$ cat config.mk
export PLATFORM = sky130hd
export DESIGN_NAME = hazard_scoreboard_unit
export DESIGN_NICKNAME = d
export VERILOG_FILES = /design/src/rtl/hazard_scoreboard_unit.sv
export SDC_FILE = /design/constraint.sdc
export NUM_CORES = 1
export LEC_CHECK = 0
export ABC_CLOCK_PERIOD_IN_PS = 4280
export CAP_MARGIN = 40
export CORE_ASPECT_RATIO = 1.2
export CORE_MARGIN = 2
export CORE_UTILIZATION = 50
export CTS_BUF_LIST = sky130_fd_sc_hd__clkbuf_4 sky130_fd_sc_hd__clkbuf_8 sky130_fd_sc_hd__clkbuf_16
export CTS_CLUSTER_DIAMETER = 40
export DETAILED_ROUTE_END_ITERATION = 7
export HOLD_SLACK_MARGIN = 0.06
export PLACE_DENSITY = 0.74
export SLEW_MARGIN = 20
export SYNTH_ARGS = -nofsm -noshare
export SYNTH_HDL_FRONTEND = slang
export SYNTH_SLANG_ARGS = --single-unit
export TNS_END_PERCENT = 10
$ cat constraint.sdc
create_clock -name clk -period 4.28 [get_ports clk]
set_input_delay 0.642 -clock clk [delete_from_list [all_inputs] [get_ports clk]]
set_output_delay 0.642 -clock clk [all_outputs]
set_load 0.01 [all_outputs]
$ cat src/rtl/hazard_scoreboard_unit.sv
// Per-register countdown scoreboard for the ID stage: RAW/WAW stall and issue
// generation with class-dependent latencies, branch-flush priority and a stall counter.

module hazard_sb_cnt (
    input  logic       clk,
    input  logic       reset,
    input  logic       load,
    input  logic [2:0] load_val,
    output logic [2:0] cnt
);
    // An issuing writer's reload wins over the per-cycle decrement.
    always_ff @(posedge clk or posedge reset) begin
        if (reset)            cnt <= '0;
        else if (load)        cnt <= load_val;
        else if (cnt != '0)   cnt <= cnt - 3'd1;
    end
endmodule

module hazard_scoreboard_unit #(
    parameter int REG_AW   = 5,
    parameter int LOAD_LAT = 1,
    parameter int MUL_LAT  = 3,
    parameter int CNT_W    = 16
) (
    input  logic                 clk,
    input  logic                 reset,
    input  logic                 id_valid,
    input  logic [REG_AW-1:0]    id_rs1_addr,
    input  logic                 id_rs1_used,
    input  logic [REG_AW-1:0]    id_rs2_addr,
    input  logic                 id_rs2_used,
    input  logic [REG_AW-1:0]    id_rd_addr,
    input  logic                 id_reg_write,
    input  logic [1:0]           id_class,
    input  logic                 ex_flush,
    output logic                 stall,
    output logic                 issue,
    output logic [2**REG_AW-1:0] busy_vec,
    output logic [CNT_W-1:0]     stall_count
);
    localparam int NREG = 2**REG_AW;

    logic [NREG-1:0][2:0] cnt;
    logic [NREG-1:0]      ld_vec;
    logic [2:0]           id_lat;
    logic                 raw1, raw2, waw;

    always_comb begin
        id_lat = 3'd0;
        case (id_class)
            2'b01:   id_lat = 3'(LOAD_LAT);
            2'b10:   id_lat = 3'(MUL_LAT);
            default: id_lat = 3'd0;
        endcase
    end

    // x0 terms are suppressed explicitly; cnt[0] is tied off as well.
    assign raw1 = id_rs1_used  && (id_rs1_addr != '0) && (cnt[id_rs1_addr] != 3'd0);
    assign raw2 = id_rs2_used  && (id_rs2_addr != '0) && (cnt[id_rs2_addr] != 3'd0);
    assign waw  = id_reg_write && (id_rd_addr  != '0) && (cnt[id_rd_addr] > id_lat);

    assign stall = !reset && id_valid && !ex_flush && (raw1 || raw2 || waw);
    assign issue = !reset && id_valid && !ex_flush && !stall;

    always_comb begin
        ld_vec = '0;
        if (issue && id_reg_write)
            ld_vec[id_rd_addr] = 1'b1;
    end

    genvar r;
    generate
        for (r = 0; r < NREG; r++) begin : g_reg
            if (r == 0) begin : g_zero
                assign cnt[r] = 3'd0;
            end else begin : g_cnt
                hazard_sb_cnt u_cnt (
                    .clk      (clk),
                    .reset    (reset),
                    .load     (ld_vec[r]),
                    .load_val (id_lat),
                    .cnt      (cnt[r])
                );
            end
            assign busy_vec[r] = (cnt[r] != 3'd0);
        end
    endgenerate

    always_ff @(posedge clk or posedge reset) begin
        if (reset)
            stall_count <= '0;
        else if (stall && (stall_count != {CNT_W{1'b1}}))
            stall_count <= stall_count + 1'b1;
    end
endmodule

==> Yosys cells after proc, flatten, opt, wreduce, memory -nomap -nowiden <==
Index checks and enable logic that the tools add are counted.
{ "word_totals": {"out_inout_bits": 50, "wordCells": 229, "input_bits": 24, "register_bits": 109} }
{ "op_classes": {"eq_ne": 3, "mux": 72, "add_sub_neg": 32, "n_lt_le_gt_ge": 5, "n_reduce_logical": 85} }
{ "ops": {"columns": ["cell", "count"], "rows": [
  ["$mux 3", 65],
  ["$reduce_bool 3->1", 33],
  ["$sub 3x1->3 const B", 31],
  ["$reduce_bool 2->1", 31],
  ["$bmux 3 s5", 3],
  ["$mux 32", 1],
  ["$lt 5x6->1 const B", 3],
  ["$add 16x1->16 const B", 1],
  ["$ne 16x16->1 const B", 1],
  ["$reduce_bool 5->1", 3],
  ["$logic_and 1x1->1", 13],
  ["$demux 1 s5", 1],
  ["$ge 5x1->1 const B", 1],
  ["$pmux 2 s2", 1],
  ["$gt 3x3->1", 1],
  ["$logic_not 1->1", 3],
  ["$eq 2x1->1 const B", 1],
  ["$eq 2x2->1 const B", 1],
  ["$logic_or 1x1->1", 2],
  ["$mux 1", 1]
]} }

==> Logic depth before layout (Yosys ltp) <==
Gate-level depths: netlist of the first run.
{ "logic_depth": {"ltp_word": 12, "ltp_mapped": 17, "mapped_depth_nobuf": 12} }

==> By module <==
Synthesis of the first run repeated with hierarchy kept, for this count alone.
{ "hier_totals": {"hier_cells": 997, "hier_area_um2": 9053.7} }
{ "by_module_without_submodules": {"columns": ["module", "seq_area_each_um2", "instances", "area_per_inst_um2", "cells_each"], "rows": [
  ["hazard_sb_cnt", 75.1, 31, 200.2, 21],
  ["hazard_scoreboard_unit", 400.4, 1, 2847.7, 346]
]} }

==> Worst setup path before layout of the first run <==
OpenSTA, ideal clock, no wires.
{ "synth_path": {"kind": "input-to-output", "start": "in id_rd_addr[1]", "end": "out issue", "setup_slack_ns": -0.108, "path_buffers": 6, "arrival_time_ns": 3.746, "cell_stages": 15, "required_ns": 3.638, "cell_sequence": "buf_2 > buf_2 > clkbuf_1 > clkbuf_1 > mux4_2 > a22oi_1 > a21o_1 > o221ai_1 > ha_1 > nor2b_1 > o2111ai_1 > nand4_2 > buf_2 > buf_2 > nor2_1"} }
{ "synth_between": {"elab_chain_cells": 8, "word_cells_on_any_way": 10, "classes_between": "order compare (1); mux (2); reduce/logical (7)"} }
{ "synth_lines": {"columns": ["item", "line", "rtl"], "rows": [
  ["from (decl)", "32", "input logic [REG_AW-1:0] id_rd_addr,"],
  ["$bmux 3 s5", "60", "assign waw = id_reg_write && (id_rd_addr != '0) && (cnt[id_rd_addr] > id_lat);"],
  ["$mux 3 (not written as such)", "60", null],
  ["$gt 3x3->1", "60", null],
  ["$logic_and 1x1->1 *", "60", null],
  ["$logic_or 1x1->1 *", "62", "assign stall = !reset && id_valid && !ex_flush && (raw1 || raw2 || waw);"],
  ["$logic_and 1x1->1 *", "62", null],
  ["$logic_not 1->1 *", "63", "assign issue = !reset && id_valid && !ex_flush && !stall;"],
  ["$logic_and 1x1->1 *", "63", null],
  ["to (decl)", "37", "output logic issue,"]
]} }
Mark *: on every way between the ends. The rest lies on a longest branch, timed or not. The select of a mux whose other input is x is not followed.

==> Worst setup path in the final report of the first run <==
{ "layout_path": {"start": "in id_rd_addr[0]", "end": "out issue"} }
The elaborated chain is that of the path after synthesis.

==> reports/summary.txt, run 1 <==
outcome: finished, final reports clean
Filler cells: 1,410
# port buffers: 72
GRT Residual Overflow: 0
Post-Syn Nets: 951
VDD IR max: 0.336 mV
Rows: 51
synthesized instance count: 861
type of the worst setup path: in -> out
dpl cell area: 9380 sq um
Diodes inserted: 0
antenna-violating nets left: 0
Die Area: 17,600 sq um
via count: 6,900
Distinct cells, synth: 59
largest net degree at the start of global routing: 58
initial core utilization: 50.9%
worst min path class: reg -> reg
flops & latches, synth: 109
Boundary Pins: 74
layout cell share with drive strength beyond 1: 12.2%
Chip Height: 145 um
RSZ-0062 raised after global routing: false
initial antenna violation count: 0
first-pass GRT wire length: 35,100 um
Crit. End Element: primary output
Buffers & Inverters on Critical Path: 3
Hold Vio Cnt, Final: 0
final worst-path cycle share: 97.1%
Place WS: -210 ps
gr usage total: 25.6%
cell taking the most area after synthesis: dfrtp_1
Synth async-reset ratio: 100%
Post-synth top flop: dfrtp_1
clk sink count: 109
core footprint: 16,200 sq um
final instance area: 9710 sq um
first drt pass iteration count: 5
total CTS buffers: 9
DR vias/cell: 5.95
commonest cells after routing, fill and taps aside: dfrtp_1 (109), mux2i_1 (99), nor2_1 (81), inv_1 (73), clkdlybuf4s50_1 (70)
Tmin final: 4160 ps
Synth Cell Area: 8250 sq um
final net count: 1,033
Finished Layout Cells: 1,160
post-DP HPWL: 16,200 um
vias in the first global route: 6,878
WL per Instance: 18.7 um
P&R area growth vs syn: 17.7%
sequential area share after synthesis: 33.1%
final worst slack: 122 ps
CTS root buf: clkbuf_16
routability cong.: 0.957
DRC: 0
max_cap viols: 0
slowest CP cell: mux4_2
CP peak stage delay: 510 ps
synth top area cells: dfrtp_1 (33%), mux2i_1 (12%), ha_1 (10%)
most common cell after layout, fill and taps aside: dfrtp_1
crit-path max FO: 6
Initial DRC Count: 422
relative slew slack: 45.2%
clk buf depth: 2
Post-Syn Area per Cell: 9.59 sq um
number of synthesized flops with an enable pin: 0
Worst path top cell family by delay: buffers and inverters
Critical Path Source Type: input port
WP data arrival: 3520 ps
Synth Warn #: 0
P per Cell Area: 651 nW/um^2
hold_buf cts: 0
Worst Tran Pin Value: 820 ps
total power: 0.00632 W
clock latency on the worst-skew pair: 370 ps
R2R Setup Slk: 750 ps
CTS tree: built
critical path cell sequence: clkdlybuf4s50_1 > buf_6 > mux4_2 > a221oi_2 > a21o_1 > o221ai_1 > ha_1 > nor2b_1 > o2111ai_1 > nand4_2 > nor2_1 > clkdlybuf4s15_1
maximum clock rate: 0.241 GHz
Layout Skew: 9.81 ps
# setup viols final: 0
Final Routed Wirelength: 21,700 um
H-tree depth: 3
Slew Limit Fails: 0
Die Wd: 121 um
Worst-path clk slew: 80 ps
placed insts: 1,143
Worst EP required: 3640 ps
area share of the leading cell type in the synthesized netlist: 33.1%
Pleak: 4.09 nW
==> layout make-up <==
cell class                      instances  area (sq um)  area share [%]
Multi-Input combinational cell        643          5100            52.5
Timing Repair Buffer                  106          1030            10.6
Clock buffer                            9           225            2.32
Tap cell                              212           265            2.73
Inverter                               74           280            2.89
Sequential cell                       109          2730            28.1
Clock inverter                          7          80.1           0.825
==> through the flow <==
stage | setup TNS, ps | utilization (%) | hold slack [ps]
final | 0 | 59.9 | 493
after global placement | -554 | 57.9 | 479
after floorplan | 0 | - | 518
after CTS | 0 | 59.8 | 499
after detailed placement | -2470 | 57.9 | 487
after global routing | 0 | 59.9 | 523
==> synth_stat cells, types with 17 or more instances <==
cell type and number:
dfrtp_1 109, mux2i_1 99, nor2_1 81, inv_1 74, ha_1 66, nand2_1 53, xnor2_1 41, o21ai_0 39
nand2b_1 36, nor3_2 29, nor3_1 28, mux4_2 22, clkbuf_1 19, nor4_1 17
==> repair_timing <==
| item | in CTS | in global routing |
|---|---|---|
| pin swaps | 1 | 6 |
| setup endpoints to repair | 2 | 2 |
| buffers inserted | 0 | 1 |
| gates resized for setup | 5 | 5 |
==> registers in the layout (all words and copies together), names as in the netlist <==
register	cells
stall_count	16
g.g_cnt.u_cnt.cnt	93
==> cell families after synthesis <==
group | after synthesis | share of synthesized area (%)
AOI/OAI and AO/OA | 103 | 8.22
other | 1 | 0.0454
muxes | 128 | 19.0
buffers and inverters | 109 | 5.25
adders and majority gates | 66 | 10.0
DFF | 109 | 33.1
xor gates and xnor gates | 42 | 4.46
and+or+nand+nor | 303 | 20.0
==> per-layer routing <==
metal	up-vias	share of wire [%]	track usage (%)
met2	253	47	41.8
li1	3219	-	-
met3	71	5.5	5.33
met5	-	0	0
met1	3357	42	31.9
met4	0	4.9	13.6
==> path summary, 6_finish.rpt <==
path | from | to | cells after the start
max reg2reg | g_reg[31].g_cnt.u_cnt.cnt[1] | g_reg[26].g_cnt.u_cnt.cnt[1] | 12
max in group asynchronous | reset | g_reg[23].g_cnt.u_cnt.cnt[2] | 3
max | id_rd_addr[0] | issue | 12
min reg2reg | stall_count[11] | stall_count[11] | 1
min | stall_count[11] | stall_count[11] | 1
min in group asynchronous | reset | stall_count[12] | 2
==> where the power goes <==
part / leakage [nW] / internal, W / switching (W) / total (W)
Combinational: 2.64 / 0.00160 / 0.00157 / 0.00317
Sequential: 1.31 / 0.00154 / 0.000737 / 0.00228
Clock: 0.143 / 0.000463 / 0.000418 / 0.000881
Note: power is estimated with default switching activity, not from simulation.
==> run 2, diff against run 1 <==
Settings changed: MAX_ROUTING_LAYER set to met4.
==> run 2 against run 1 <==
- die area stayed put
- hold slack hardly changed
- clock-buffer cell count is 1 higher
- design area is 0.61% higher
- first-iteration DRC count is 16% higher
- sequential power hardly changed
- combinational power hardly changed
- worst setup slack better by 14 ps
- non-clock buffer count is 3 higher
- core utilization is 0.36 points higher
- clock power is 1% lower
- largest cell class unchanged
- largest power group unchanged
==> reports/summary.txt, run 2 (synthesized netlist as in run 1, its figures left out) <==
first-pass GRT wire length: 35,100 um (about the same)
clock latency on the worst-skew pair: 370 ps (about the same)
Crit. End Element: primary output (unchanged)
most common cell after layout, fill and taps aside: dfrtp_1 (unchanged)
# port buffers: 72 (unchanged)
Finished Layout Cells: 1,163 (was 1,160)
initial antenna violation count: 0 (unchanged)
Boundary Pins: 74 (unchanged)
RSZ-0062 raised after global routing: false (unchanged)
largest net degree at the start of global routing: 47 (was 58)
CTS tree: built (unchanged)
routability cong.: 0.970 (was 0.957)
# setup viols final: 0 (unchanged)
Die Area: 17,600 sq um (unchanged)
Top Registers: g.g_cnt.u_cnt.cnt: 93 flops, stall_count: 16 flops (unchanged)
Tmin final: 4140 ps (was 4160 ps)
crit-path max FO: 5 (was 6)
post-DP HPWL: 16,200 um (about the same)
Worst path top cell family by delay: compound AO/OA/AOI/OAI gates (was buffers and inverters)
Worst EP required: 3640 ps (about the same)
Place WS: -224 ps (was -210 ps)
total power: 0.00633 W (was 0.00632 W)
GRT Residual Overflow: 0 (unchanged)
Util after Layout: 60.3% (was 59.9%)
maximum clock rate: 0.241 GHz (about the same)
Buffers & Inverters on Critical Path: 3 (unchanged)
Slew Limit Fails: 0 (unchanged)
hold_buf cts: 0 (unchanged)
WL per Instance: 18.8 um (was 18.7 um)
vias in the first global route: 6,717 (was 6,878)
VDD IR max: 0.340 mV (was 0.336 mV)
DR vias/cell: 5.96 (was 5.95)
Layout Skew: 14.2 ps (was 9.81 ps)
Worst Tran Pin Value: 829 ps (was 820 ps)
final net count: 1,036 (was 1,033)
max_cap viols: 0 (unchanged)
Post-CTS Setup Inserts: 0 (unchanged)
Hold Path Stages: 1 (unchanged)
initial core utilization: 50.9% (unchanged)
Pleak: 4.13 nW (was 4.09 nW)
largest register by flop count: g.g_cnt.u_cnt.cnt (unchanged)
Critical Path Source Type: input port (unchanged)
H-tree depth: 3 (unchanged)
Rows: 51 (unchanged)
final worst slack: 136 ps (was 122 ps)
final worst-path cycle share: 96.8% (was 97.1%)
CTS root buf: clkbuf_16 (unchanged)
gr usage total: 26.6% (was 25.6%)
relative slew slack: 44.6% (was 45.2%)
worst min path class: reg -> reg (unchanged)
Initial DRC Count: 491 (was 422)
first drt pass iteration count: 5 (unchanged)
type of the worst setup path: in -> out (unchanged)
total CTS buffers: 9 (unchanged)
Final Routed Wirelength: 21,900 um (was 21,700 um)
Die Wd: 121 um (unchanged)
P per Cell Area: 648 nW/um^2 (was 651 nW/um^2)
placed insts: 1,147 (was 1,143)
Chip Height: 145 um (unchanged)
critical path cell sequence: clkdlybuf4s50_1 > buf_6 > mux4_2 > a221oi_2 > a21o_1 > o221ai_1 > ha_1 > nor2b_1 > o2111ai_1 > nand4_2 > and2_4 > clkbuf_2 (was clkdlybuf4s50_1 > buf_6 > mux4_2 > a221oi_2 > a21o_1 > o221ai_1 > ha_1 > nor2b_1 > o2111ai_1 > nand4_2 > nor2_1 > clkdlybuf4s15_1)
commonest cells after routing, fill and taps aside: dfrtp_1 (109), mux2i_1 (99), nor2_1 (81), inv_1 (73), clkdlybuf4s50_1 (70) (unchanged)
slowest CP cell: mux4_2 (unchanged)
via count: 6,932 (was 6,900)
Worst-path clk slew: 70 ps (was 80 ps)
clk buf depth: 2 (unchanged)
DRC: 0 (unchanged)
CP peak stage delay: 510 ps (about the same)
dpl cell area: 9450 sq um (was 9380 sq um)
P&R area growth vs syn: 18.4% (was 17.7%)
layout cell share with drive strength beyond 1: 12.8% (was 12.2%)
Hold Vio Cnt, Final: 0 (unchanged)
outcome: finished, final reports clean (unchanged)
antenna-violating nets left: 0 (unchanged)
clk sink count: 109 (unchanged)
core footprint: 16,200 sq um (unchanged)
max reg flops: 93 (unchanged)
final instance area: 9770 sq um (was 9710 sq um)
WP depth: 12 (unchanged)
WP data arrival: 3500 ps (was 3520 ps)
Diodes inserted: 0 (unchanged)
worst reg2reg path depth: 12 (unchanged)
-- run 2: layout make-up --
class,count,area [sq um]
clock inverter,6,70.1
inverter,74,280
clock buffer,10,233
sequential,109,2730
fill,1432,6440
timing repair buffer,109,1080
multi-input combinational,643,5110
tap,212,265
-- run 2: metal layers --
metal	global-route usage (%)	up-vias	wire length, um
met4	13.2	0	906
met2	42.5	289	10700
met1	33.3	3349	9060
met5	-	-	0
li1	-	3228	-
met3	4.04	66	1270
-- run 2: where the power goes --
| part | switching (W) | internal [W] | leakage [nW] |
|---|---|---|---|
| registers | 0.000734 | 0.00154 | 1.31 |
| logic | 0.00157 | 0.00161 | 2.67 |
| clock network | 0.000405 | 0.000466 | 0.151 |
| total | 0.00271 | 0.00362 | 4.13 |
-- run 2: metrics by stage --
stage / setup TNS [ps] / hold WS (ps)
6_report: 0 / 493
5_1_grt: 0 / 522
4_1_cts: 0 / 497
3_5_place_dp: -1930 / 487
3_3_place_gp: -428 / 482
2_1_floorplan: 0 / 518
-- run 2: final timing paths --
path | endpoint | slack (ps) | from
max in group asynchronous | g_reg[5].g_cnt.u_cnt.cnt[2] | 3030 | reset
min | stall_count[11] | 490 | stall_count[11]
max | stall | 140 | id_rd_addr[0]
max reg2reg | g_reg[11].g_cnt.u_cnt.cnt[0] | 700 | g_reg[14].g_cnt.u_cnt.cnt[1]
min in group asynchronous | stall_count[1] | 610 | reset
min reg2reg | stall_count[11] | 490 | stall_count[11]
-- run 2: timing repair --
action                                  4_1_cts  5_1_grt
gates resized for setup                       3       10
endpoints found under the setup margin        2        2
pin swaps                                     1        6
==> run 3, diff against run 2 <==
Settings changed: CAP_MARGIN 40 to 10.
==> run 3 against run 2 <==
- total power about the same
- clock skew decreased by 1.3 ps
- clock power decreased by 0.9%
- fmax decreased by 0.70%
- worst setup slack got worse by 29 ps
- non-clock buffer count decreased by 1
- sequential power about the same
- sequential cell count unchanged
- global-route usage increased by 0.050 points
- highest routed layer unchanged
==> reports/summary.txt, run 3 (synthesized netlist as in run 1, its figures left out) <==
setup tns final: 0 ps (unchanged)
RSZ-0062 raised after global routing: false (unchanged)
worst min path class: reg -> reg (unchanged)
hold slack: 493 ps (about the same)
first-pass GRT wire length: 35,200 um (was 35,100 um)
RR Startpoint: g_reg[14].g_cnt.u_cnt.cnt[1] (unchanged)
sequential cell area: 2730 sq um (unchanged)
largest register by flop count: g.g_cnt.u_cnt.cnt (unchanged)
Die Area: 17,600 sq um (unchanged)
DR vias/cell: 5.94 (was 5.96)
post-DP HPWL: 16,200 um (about the same)
routability cong.: 0.970 (unchanged)
most common cell after layout, fill and taps aside: dfrtp_1 (unchanged)
P per Cell Area: 649 nW/um^2 (was 648 nW/um^2)
core footprint: 16,200 sq um (unchanged)
type of the worst setup path: in -> out (unchanged)
clk sink count: 109 (unchanged)
Worst Hold Launch: stall_count[11] (unchanged)
GRT Residual Overflow: 0 (unchanged)
outcome: finished, final reports clean (unchanged)
final worst-path cycle share: 97.5% (was 96.8%)
Top Registers: g.g_cnt.u_cnt.cnt: 93 flops, stall_count: 16 flops (unchanged)
DRC: 0 (unchanged)
Hold Vio Cnt, Final: 0 (unchanged)
Final Routed Wirelength: 21,800 um (was 21,900 um)
via count: 6,902 (was 6,932)
crit-path max FO: 5 (unchanged)
largest net degree at the start of global routing: 70 (was 47)
CTS root buf: clkbuf_16 (unchanged)
final net count: 1,035 (was 1,036)
relative slew slack: 40.7% (was 44.6%)
H-tree depth: 3 (unchanged)
Tmin final: 4170 ps (was 4140 ps)
maximum clock rate: 0.240 GHz (was 0.241 GHz)
initial antenna violation count: 0 (unchanged)
WP data arrival: 3530 ps (was 3500 ps)
area of the multi-input gates: 5120 sq um (was 5110 sq um)
# port buffers: 72 (unchanged)
vias in the first global route: 6,674 (was 6,717)
initial core utilization: 50.9% (unchanged)
Critical Path Source: id_rd_addr[0] (unchanged)
Worst EP required: 3640 ps (about the same)
Die Wd: 121 um (unchanged)
max_cap viols: 0 (unchanged)
Critical Path Source Type: input port (unchanged)
Place WS: -224 ps (about the same)
Layout Skew: 12.9 ps (was 14.2 ps)
clk buf depth: 2 (unchanged)
Chip Height: 145 um (unchanged)
hold_buf cts: 0 (unchanged)
commonest cells after routing, fill and taps aside: dfrtp_1 (109), mux2i_1 (98), nor2_1 (81), inv_1 (73), clkdlybuf4s50_1 (70) (was dfrtp_1 (109), mux2i_1 (99), nor2_1 (81), inv_1 (73), clkdlybuf4s50_1 (70))
VDD IR max: 0.315 mV (was 0.340 mV)
Post-CTS Setup Inserts: 0 (unchanged)
Worst-path clk slew: 70 ps (about the same)
total CTS buffers: 9 (unchanged)
antenna-violating nets left: 0 (unchanged)
Initial DRC Count: 548 (was 491)
Diodes inserted: 0 (unchanged)
Pleak: 4.12 nW (was 4.13 nW)
P&R area growth vs syn: 18.2% (was 18.4%)
final worst slack: 107 ps (was 136 ps)
Filler cells: 1,406 (was 1,432)
Slew Limit Fails: 0 (unchanged)
gr usage total: 26.7% (was 26.6%)
Worst Tran Pin Value: 889 ps (was 829 ps)
layout cell share with drive strength beyond 1: 12.7% (was 12.8%)
Rows: 51 (unchanged)
# setup viols final: 0 (unchanged)
Crit. End Element: primary output (unchanged)
Boundary Pins: 74 (unchanged)
WL per Instance: 18.8 um (about the same)
clock latency on the worst-skew pair: 360 ps (was 370 ps)
first drt pass iteration count: 6 (was 5)
CTS tree: built (unchanged)
max reg flops: 93 (unchanged)
[run 3: cell count changes in the layout (fill, tap and decap cells not counted), sizes merged]
cell           change
buf                -1
clkbuf             -1
clkdlybuf4s15      +1
[run 3: worst max-delay path, cell delays in order]
cell and delay (ps):
clkdlybuf4s50_1 470, buf_6 140, mux4_2 510, a221oi_2 270
a21o_1 130, o221ai_1 110, ha_1 320, nor2b_1 140
o2111ai_1 220, nand4_2 200, nor2_1 140, clkdlybuf4s15_1 240
[run 3: repair_timing]
action	4_1_cts	5_1_grt
pin swaps	1	5
endpoints found under the hold margin	0	0
setup endpoints to repair	2	2
resized for setup	3	10
[run 3: power breakdown]
part           switching [W]  internal (W)  total (W)
clock network       0.000397      0.000466   0.000863
logic                0.00158       0.00161    0.00318
registers           0.000744       0.00154    0.00228
total                0.00272       0.00361    0.00633
[run 3: worst paths after layout]
| path | cells past startpoint | slack (ps) | endpoint |
|---|---|---|---|
| worst max-delay path | 12 | 110 | issue |
| worst min-delay path | 1 | 490 | stall_count[11] |
| worst max register to register | 12 | 780 | g_reg[7].g_cnt.u_cnt.cnt[1] |
| worst min register to register | 1 | 490 | stall_count[11] |
| max in group asynchronous | 3 | 2590 | g_reg[5].g_cnt.u_cnt.cnt[2] |
| min in group asynchronous | 2 | 840 | g_reg[18].g_cnt.u_cnt.cnt[1] |
[run 3: per-stage QoR]
| stage | utilization [%] | total power [W] | instance area (sq um) | std cells |
|---|---|---|---|---|
| 3_5_place_dp | 58.1 | 0.00543 | 9420 | 1146 |
| 6_report | 60.2 | 0.00633 | 9750 | 1162 |
| 5_1_grt | 60.2 | 0.00689 | 9750 | 1162 |
| 4_1_cts | 60.0 | 0.00633 | 9730 | 1162 |
| 3_3_place_gp | 58.1 | 0.00529 | 9420 | 1146 |
| 2_1_floorplan | - | 0.00437 | 8260 | 861 |
[run 3: cell type report]
class                   count  area share [%]
clock inverters             6           0.719
well taps                 212            2.72
repair buffers            108            10.9
inverters                  74            2.87
flip-flops and latches    109            28.0
clock buffers              10            2.39
multi-input cells         643            52.5
[run 3: layer usage]
metal	track usage [%]	wire length, um	vias to the layer above
met1	33.7	9080	3347
met5	-	0	-
li1	-	-	3228
met4	11.9	896	0
met2	42.6	10700	269
met3	4.43	1160	58
